--- src/rtl/inst_fetch_resp.sv ---
// Byte-serial instruction fetch: reads four consecutive bytes from a byte-wide RAM and
// assembles a little-endian 32-bit word. Optional last-fetch buffer: define IF_LAST_HIT_EN.
module inst_fetch_resp (
    input  logic        clk,
    input  logic        rst,
    input  logic [31:0] pc_i,
    input  logic        ce_i,
    output logic [31:0] mem_a,
    input  logic [7:0]  mem_din,
    output logic        mem_wr,
    output logic [31:0] inst_o,
    output logic        inst_valid_o,
    output logic        busy_o
);

    localparam logic [1:0] IDLE  = 2'd0;
    localparam logic [1:0] ADDR  = 2'd1;
    localparam logic [1:0] DRAIN = 2'd2;

    logic [1:0]  state_q, state_d;
    logic [1:0]  cnt_q, cnt_d;
    logic [1:0]  cnt_inc;
    logic [31:0] addr_q, addr_d;
    logic [23:0] cap_q, cap_d;
    logic [31:0] mem_a_q, mem_a_d;
    logic [31:0] inst_q, inst_d;
    logic        valid_q, valid_d;
    logic        busy_q, busy_d;
    logic        lb_hit;

`ifdef IF_LAST_HIT_EN
    logic [31:0] lb_tag_q, lb_tag_d;
    logic [31:0] lb_data_q, lb_data_d;
    logic        lb_valid_q, lb_valid_d;
    logic        hit_pend_q, hit_pend_d;

    assign lb_hit = lb_valid_q && (pc_i == lb_tag_q);
`else
    assign lb_hit = 1'b0;
`endif

    assign cnt_inc = cnt_q + 2'd1;

    always_comb begin
        // NOTE: every variable gets a default first so no path can infer a latch.
        state_d = state_q;
        cnt_d   = cnt_q;
        addr_d  = addr_q;
        cap_d   = cap_q;
        mem_a_d = mem_a_q;
        inst_d  = inst_q;
        valid_d = 1'b0;
        busy_d  = busy_q;
`ifdef IF_LAST_HIT_EN
        lb_tag_d   = lb_tag_q;
        lb_data_d  = lb_data_q;
        lb_valid_d = lb_valid_q;
        hit_pend_d = 1'b0;
        if (hit_pend_q) begin
            inst_d  = lb_data_q;
            valid_d = 1'b1;
        end
`endif
        case (state_q)
            IDLE: begin
                mem_a_d = 32'd0;
                if (ce_i && !lb_hit) begin
                    addr_d  = pc_i;
                    mem_a_d = pc_i;
                    cnt_d   = 2'd0;
                    busy_d  = 1'b1;
                    state_d = ADDR;
                end
`ifdef IF_LAST_HIT_EN
                hit_pend_d = ce_i && lb_hit;
`endif
            end
            ADDR: begin
                // RAM data lags mem_a by one cycle, so byte k arrives while cnt_q == k+1.
                if (cnt_q != 2'd0) cap_d = {mem_din, cap_q[23:8]};
                cnt_d = cnt_inc;
                if (cnt_q == 2'd3) begin
                    mem_a_d = 32'd0;
                    state_d = DRAIN;
                end else begin
                    mem_a_d = addr_q + {30'd0, cnt_inc};
                end
            end
            DRAIN: begin
                inst_d  = {mem_din, cap_q};
                valid_d = 1'b1;
                busy_d  = 1'b0;
                state_d = IDLE;
`ifdef IF_LAST_HIT_EN
                lb_tag_d   = addr_q;
                lb_data_d  = {mem_din, cap_q};
                lb_valid_d = 1'b1;
`endif
            end
            default: begin
                mem_a_d = 32'd0;
                busy_d  = 1'b0;
                state_d = IDLE;
            end
        endcase
    end

    // NOTE: sequential state uses non-blocking assignments so all flops update together.
    always_ff @(posedge clk) begin
        if (!rst) begin
            state_q <= IDLE;
            cnt_q   <= 2'd0;
            mem_a_q <= 32'd0;
            inst_q  <= 32'd0;
            valid_q <= 1'b0;
            busy_q  <= 1'b0;
`ifdef IF_LAST_HIT_EN
            lb_valid_q <= 1'b0;
            hit_pend_q <= 1'b0;
`endif
        end else begin
            state_q <= state_d;
            cnt_q   <= cnt_d;
            mem_a_q <= mem_a_d;
            inst_q  <= inst_d;
            valid_q <= valid_d;
            busy_q  <= busy_d;
`ifdef IF_LAST_HIT_EN
            lb_valid_q <= lb_valid_d;
            hit_pend_q <= hit_pend_d;
`endif
        end
    end

    // NOTE: datapath/storage registers skip reset; they are always written before being read.
    always_ff @(posedge clk) begin
        addr_q <= addr_d;
        cap_q  <= cap_d;
`ifdef IF_LAST_HIT_EN
        lb_tag_q  <= lb_tag_d;
        lb_data_q <= lb_data_d;
`endif
    end

    assign mem_a        = mem_a_q;
    assign mem_wr       = 1'b0;
    assign inst_o       = inst_q;
    assign inst_valid_o = valid_q;
    assign busy_o       = busy_q;

endmodule
--- config.mk ---
export PLATFORM = sky130hd
export DESIGN_NAME = inst_fetch_resp
export DESIGN_NICKNAME = d
export VERILOG_FILES = /design/src/rtl/inst_fetch_resp.sv
export SDC_FILE = /design/constraint.sdc
export NUM_CORES = 1
export LEC_CHECK = 0
export ABC_AREA = 0
export CAP_MARGIN = 20
export CORE_ASPECT_RATIO = 1.25
export CORE_MARGIN = 2
export CORE_UTILIZATION = 62
export CTS_CLUSTER_DIAMETER = 200
export CTS_CLUSTER_SIZE = 40
export DETAILED_ROUTE_END_ITERATION = 12
export DONT_BUFFER_PORTS = 1
export PLACE_DENSITY = 0.9
export SYNTH_ARGS = -nofsm -noshare
export SYNTH_HDL_FRONTEND = slang
export SYNTH_SLANG_ARGS = --single-unit
--- constraint.sdc ---
create_clock -name clk -period 4.9 [get_ports clk]
set_input_delay 0.98 -clock clk [delete_from_list [all_inputs] [get_ports clk]]
set_output_delay 0.98 -clock clk [all_outputs]
set_load 0.05 [all_outputs]
==> results of run 1 <==
[area by class of cell]
cell class	count	area, sq um
flip-flops and latches	126	3080
fillers	516	2170
multi-input cells	274	1720
clock buffers	24	460
well taps	95	119
clock inverters	7	87.6
repair buffers	4	70.1
inverters	8	30.0
[sequential cells by signal, summed over array words and instances (netlist names)]
signal        flops
addr_q           32
inst_o           32
state_q           2
busy_o            1
inst_valid_o      1
cap_q            24
cnt_q             2
mem_a            32
[synth_stat cells, types with 2 or more instances]
cell type	n	share of area (%)
buf_2	7	0.71
nand4_1	13	1.6
a21oi_1	2	0.20
a22oi_1	31	4.7
buf_1	3	0.23
edfxtp_1	56	34
nand2_1	78	5.9
nor2b_1	6	0.76
nand3_1	10	1.0
o21ai_1	10	1.0
xor2_1	24	4.3
buf_4	2	0.30
and2_1	4	0.51
nor3_2	2	0.41
a21boi_0	34	5.2
xnor2_1	6	1.1
nand4b_1	2	0.36
clkbuf_1	12	0.91
inv_1	8	0.61
and3_1	5	0.63
nor3_1	3	0.30
nor2_1	8	0.61
ha_1	4	1.0
o21ai_0	17	1.7
nor3b_1	2	0.30
dfxtp_1	70	28
o22ai_1	2	0.25
[critical path: stages (launching register included)]
cell and delay (ns):
dfxtp_1 0.38, inv_1 0.09, ha_1 0.33, inv_1 0.07, fa_1 0.45, and4b_1 0.48, nor4b_4 0.45, nand4_1 0.20
xor2_1 0.21, o21ai_1 0.09
[kinds of logic after synthesis]
kind of cell    synth area share (%)
compound gates                  13.8
xor+xnor                        5.33
fa+ha+maj                       1.42
buf+inv                         2.76
flops                           62.5
other cells                   0.0760
simple gates                    14.2
[worst min-delay path by stage]
stage                     startpoint   endpoint  slack (ns)  depth (start not counted)
after floorplan             cap_q[8]   cap_q[0]        0.43                          0
after global placement     cap_q[23]  cap_q[15]        0.43                          0
after detailed placement   cap_q[12]   cap_q[4]        0.44                          0
after CTS                  cap_q[12]   cap_q[4]        0.45                          0
after global routing       cap_q[22]  cap_q[14]        0.46                          0
final                      cap_q[22]  cap_q[14]        0.45                          0
[per-layer routing]
layer / vias up / share of wire [%]
li1: 1541 / -
met1: 1637 / 39
met2: 139 / 51
met3: 23 / 8.3
met4: 0 / 1.9
met5: - / 0
[stage by stage]
stage	hold WS [ns]	util [%]	power, mW
4_1_cts	0.449	71.6	2.51
6_report	0.451	71.9	2.51
5_1_grt	0.455	71.9	2.57
3_5_place_dp	0.437	64.5	1.36
2_1_floorplan	0.426	-	1.34
3_3_place_gp	0.435	64.2	1.35
[power by group]
part / internal (mW) / leakage (nW) / switching [mW]
Clock: 0.743 / 0.270 / 0.422
Combinational: 0.0371 / 0.500 / 0.0566
Sequential: 1.15 / 1.09 / 0.103
Total: 1.93 / 1.86 / 0.581
==> reports/results.ini, run 1 <==
[finish]
final_cells = 538
drive_gt1_share_pct = 8.35
fin_area_sq_mm = 0.00557
area_growth_pct = 13.0
final_common_cell = nand2_1
n_antenna_cell = 0
final_cell_mix = 78 x nand2_1, 70 x dfxtp_1, 56 x edfxtp_1, 34 x a21boi_0, 31 x a22oi_1
nNetsFinal = 479

[logic_synthesis]
syn-num-nets = 480
synth_area_per_cell_sq_um = 11.4
ys.flop_type = dfxtp_1
netlist_area_sq_mm = 0.00493
synth_edf_count = 56
syn-instance-count = 432
ys_types = 38
yosysSeqAreaShare_pct = 62.5
ys_seq_elements = 126
async_reset_ff_share_pct = 0
ys_warn_count = 0

[detailed_routing]
drt_drc_violations_left = 0
dr.first_iter.drc_count = 213
vias = 3340
detail_route.first_pass.iterations = 5
wl_per_cell_um = 19.7
detail-route-antenna-nets = 0
viasPerCell = 6.21
wl_um = 10600

[global_route]
grt_pass1_vias = 3390
grt_first_pass_wirelength_um = 17200
grt-busiest-layer = met2
use_met1_pct = 29.9
grtUsageMet3_pct = 9.80
use_met2_pct = 41.4
antenna_found_initial = 0
grt_overflow = 0
grt_max_degree = 46
track_usage_pct = 25.2

[die]
die_x_um = 83.8
dieHeight_um = 104
die_area_sq_mm = 0.00869
rows = 36
initial_core_util_pct = 63.7
ios = 110
core_area_sq_mm = 0.00775

[placed_design]
dp_cells = 506
pre_cts_ws_ns = 2.08
placed_cell_area_sq_mm = 0.00500
routabilityCongestion = 0.841
dp_hpwl_um = 6730
io_buffers = 0

[run]
maxCapViolCount = 0

[pwr]
peakVddDrop_mv = 0.473
p_leak_nw = 1.86
p_per_area_mw_per_mm2 = 450

[clock_network]
cts_tree = yes
post_cts_buffers = 0
path_clk_slew_ns = 0.06
cts.sink_count = 126
post_cts_hold_buffer_count = 0
cts-root-buf = clkbuf_8
cts_buffers = 17
cts-resized-gates = 0
htreeDepth = 4
clockBufferDepth = 2
clk-insertion-delay-late_ns = 0.52

[sta]
finalSetupViolCount = 0
hold_viol_final = 0
grt_setup_unrepaired = false
max_freq_mhz = 347
setup_slack_ns = 2.02
worst_slew_pin_slew_ns = 1.07
drv_slew = 0
setup-tns-final_ns = 0
finalCritPeriodShare_pct = 58.9
finalClockSkew_ns = 0.00747
max_slew_margin_pct = 28.9
period_minus_slack_ns = 2.88

[setup_path]
crit_start = cnt_q[0]
crit_type = reg2reg
r2r_slack_ns = 2.02
worstPathRequired_ns = 5.27
cp-end-kind = flip-flop
worst_setup_path_start_kind = flip-flop
r2r-end = mem_a[24]
cp_max_fo = 8
endpoint = mem_a[24]
arrival_ns = 3.26
r2r_cells = 9
r2r_start = cnt_q[0]

[min_path]
hold_class = reg2reg

[run_status]
status = finished clean

Note: power is estimated with default switching activity, not from simulation.
==> run 2: changes to the inputs <==
--- a/config.mk
+++ b/config.mk
@@ -9,12 +9,12 @@
 export CAP_MARGIN = 20
 export CORE_ASPECT_RATIO = 1.25
 export CORE_MARGIN = 2
-export CORE_UTILIZATION = 62
+export CORE_UTILIZATION = 56
 export CTS_CLUSTER_DIAMETER = 200
 export CTS_CLUSTER_SIZE = 40
 export DETAILED_ROUTE_END_ITERATION = 12
 export DONT_BUFFER_PORTS = 1
-export PLACE_DENSITY = 0.9
+export PLACE_DENSITY = 0.86
 export SYNTH_ARGS = -nofsm -noshare
 export SYNTH_HDL_FRONTEND = slang
 export SYNTH_SLANG_ARGS = --single-unit
==> constraint.sdc (replaced) <==
create_clock -name clk -period 2.4 [get_ports clk]
set_input_delay 0.48 -clock clk [delete_from_list [all_inputs] [get_ports clk]]
set_output_delay 0.48 -clock clk [all_outputs]
set_load 0.05 [all_outputs]
==> run 2 against run 1 <==
Net effect:
- wire length shrank 0.35%
- utilization decreased by 5.1 points
- setup slack got worse by 1.9 ns
- clock power up 120%
- total power up 110%
- global-route usage fell by 2.2 points
- clock-buffer cell count rose by 5
- die area is 10% higher
- via count shrank 0.69%
- critical endpoint is now mem_a[20]
- largest cell class unchanged
==> reports/results.ini, run 2 (synthesis results as in run 1) <==
[finish]
fill_cells = 621  ; was 516
n_antenna_cell = 0  ; unchanged
area_growth_pct = 16.6  ; was 13.0%
final_common_cell = nand2_1  ; unchanged
fin_area_sq_mm = 0.00575  ; was 0.00557 sq mm
final_cell_mix = 78 x nand2_1, 68 x dfxtp_1, 56 x edfxtp_1, 34 x a21boi_0, 31 x a22oi_1  ; was 78 x nand2_1, 70 x dfxtp_1, 56 x edfxtp_1, 34 x a21boi_0, 31 x a22oi_1
drive_gt1_share_pct = 13.2  ; was 8.35%
nNetsFinal = 490  ; was 479

[pwr]
p_leak_nw = 1.95  ; was 1.86 nW
peakVddDrop_mv = 0.599  ; was 0.473 mV
p_per_area_mw_per_mm2 = 923  ; was 450 mW/mm^2
p_total_mw = 5.31  ; was 2.51 mW

[setup_path]
cp-end-kind = flip-flop  ; unchanged
crit_type = reg2reg  ; unchanged
worstPathRequired_ns = 2.87  ; was 5.27 ns
arrival_ns = 2.71  ; was 3.26 ns
cp_max_fo = 4  ; was 8
worst_setup_path_start_kind = flip-flop  ; unchanged

[global_route]
track_usage_pct = 23.0  ; was 25.2%
grt_pass1_vias = 3383  ; was 3390
use_met1_pct = 26.9  ; was 29.9%
grt_max_degree = 46  ; unchanged
antenna_found_initial = 0  ; unchanged
grt-busiest-layer = met2  ; unchanged
grt_overflow = 0  ; unchanged
grt_first_pass_wirelength_um = 16400  ; was 17200 um
grtUsageMet3_pct = 8.93  ; was 9.80%
use_met2_pct = 36.2  ; was 41.4%

[detailed_routing]
detail_route.first_pass.iterations = 5  ; unchanged
wl_um = 10600  ; about the same
detail-route-antenna-nets = 0  ; unchanged
wl_per_cell_um = 18.4  ; was 19.7 um
viasPerCell = 5.77  ; was 6.21
drt_drc_violations_left = 0  ; unchanged
dr.first_iter.drc_count = 217  ; was 213
vias = 3317  ; was 3340

[placed_design]
placed_cell_area_sq_mm = 0.00509  ; was 0.00500 sq mm
routabilityCongestion = 0.849  ; was 0.841
pre_cts_ws_ns = -0.0450  ; was 2.08 ns
dp_hpwl_um = 6810  ; was 6730 um
io_buffers = 0  ; unchanged

[sta]
drv_slew = 0  ; unchanged
finalSetupViolCount = 0  ; unchanged
worst_slew_pin_slew_ns = 1.09  ; was 1.07 ns
whs_ns = 0.0410  ; was 0.451 ns
finalClockSkew_ns = 0.0121  ; was 0.00747 ns
max_slew_margin_pct = 27.2  ; was 28.9%
setup-tns-final_ns = 0  ; unchanged
max_freq_mhz = 447  ; was 347 MHz
period_minus_slack_ns = 2.24  ; was 2.88 ns
finalCritPeriodShare_pct = 93.3  ; was 58.9%
setup_slack_ns = 0.162  ; was 2.02 ns
hold_viol_final = 0  ; unchanged

[clock_network]
cts-root-buf = clkbuf_8  ; unchanged
cts_tree = yes  ; unchanged
path_clk_slew_ns = 0.06  ; about the same
cts_buffers = 17  ; unchanged
clk-insertion-delay-late_ns = 0.53  ; was 0.52 ns
cts.sink_count = 126  ; unchanged
htreeDepth = 4  ; unchanged
clockBufferDepth = 2  ; unchanged

[die]
ios = 110  ; unchanged
die_x_um = 88.0  ; was 83.8 um
rows = 38  ; was 36
core_area_sq_mm = 0.00861  ; was 0.00775 sq mm
initial_core_util_pct = 57.3  ; was 63.7%
dieHeight_um = 109  ; was 104 um
die_area_sq_mm = 0.00958  ; was 0.00869 sq mm

[run]
maxCapViolCount = 0  ; unchanged

[min_path]
hold_class = in2reg  ; was reg2reg

[run_status]
status = finished clean  ; unchanged

[run 2: cell type report]
class / instances / area, sq um / share of cell area, %
clock buffer: 29 / 572 / 9.94
timing repair buffer: 15 / 125 / 2.18
tap: 120 / 150 / 2.61
clock inverter: 3 / 40.0 / 0.696
multi-input combinational: 274 / 1750 / 30.4
inverter: 8 / 30.0 / 0.522
sequential: 126 / 3090 / 53.7
[run 2: timing repair]
item	in CTS	in global routing
hold buffers	0	0
buffers inserted	2	2
gates resized for setup	2	6
setup endpoints to repair	13	6
pin swaps	0	5
[run 2: routing by layer]
layer | share of wire, % | wire [um] | vias up
li1 | - | - | 1563
met1 | 40 | 4200 | 1610
met2 | 51 | 5400 | 119
met3 | 6.3 | 670 | 25
met4 | 2.9 | 306 | 0
met5 | 0 | 0 | -
[run 2: final timing paths]
path            start    endpoint  slack (ns)  cells past startpoint
max reg2reg  cnt_q[0]   mem_a[20]        0.16                     10
min          pc_i[21]  addr_q[21]        0.04                      0
max          cnt_q[0]   mem_a[20]        0.16                     10
min reg2reg  cap_q[8]    cap_q[0]        0.45                      0
[run 2: metrics by stage]
| stage | cells | utilization [%] |
|---|---|---|
| floorplan | 432 | - |
| finish | 575 | 66.8 |
| global route | 575 | 66.8 |
| detailed placement | 539 | 59.1 |
| global placement | 539 | 59.1 |
| CTS | 573 | 66.5 |
[run 2: power by group]
group          switching (mW)  internal [mW]  total, mW
Sequential              0.209           2.34       2.55
Clock                   0.863           1.69       2.55
Combinational           0.118         0.0905      0.209
[run 2: critical path: stages (launching register included)]
cell and delay [ns]:
dfxtp_2 0.33, inv_2 0.05, ha_4 0.28, inv_2 0.04, fa_2 0.34, and4b_1 0.30
nor4b_4 0.27, buf_4 0.19, nand4_1 0.10, xor2_1 0.17, o21ai_1 0.11
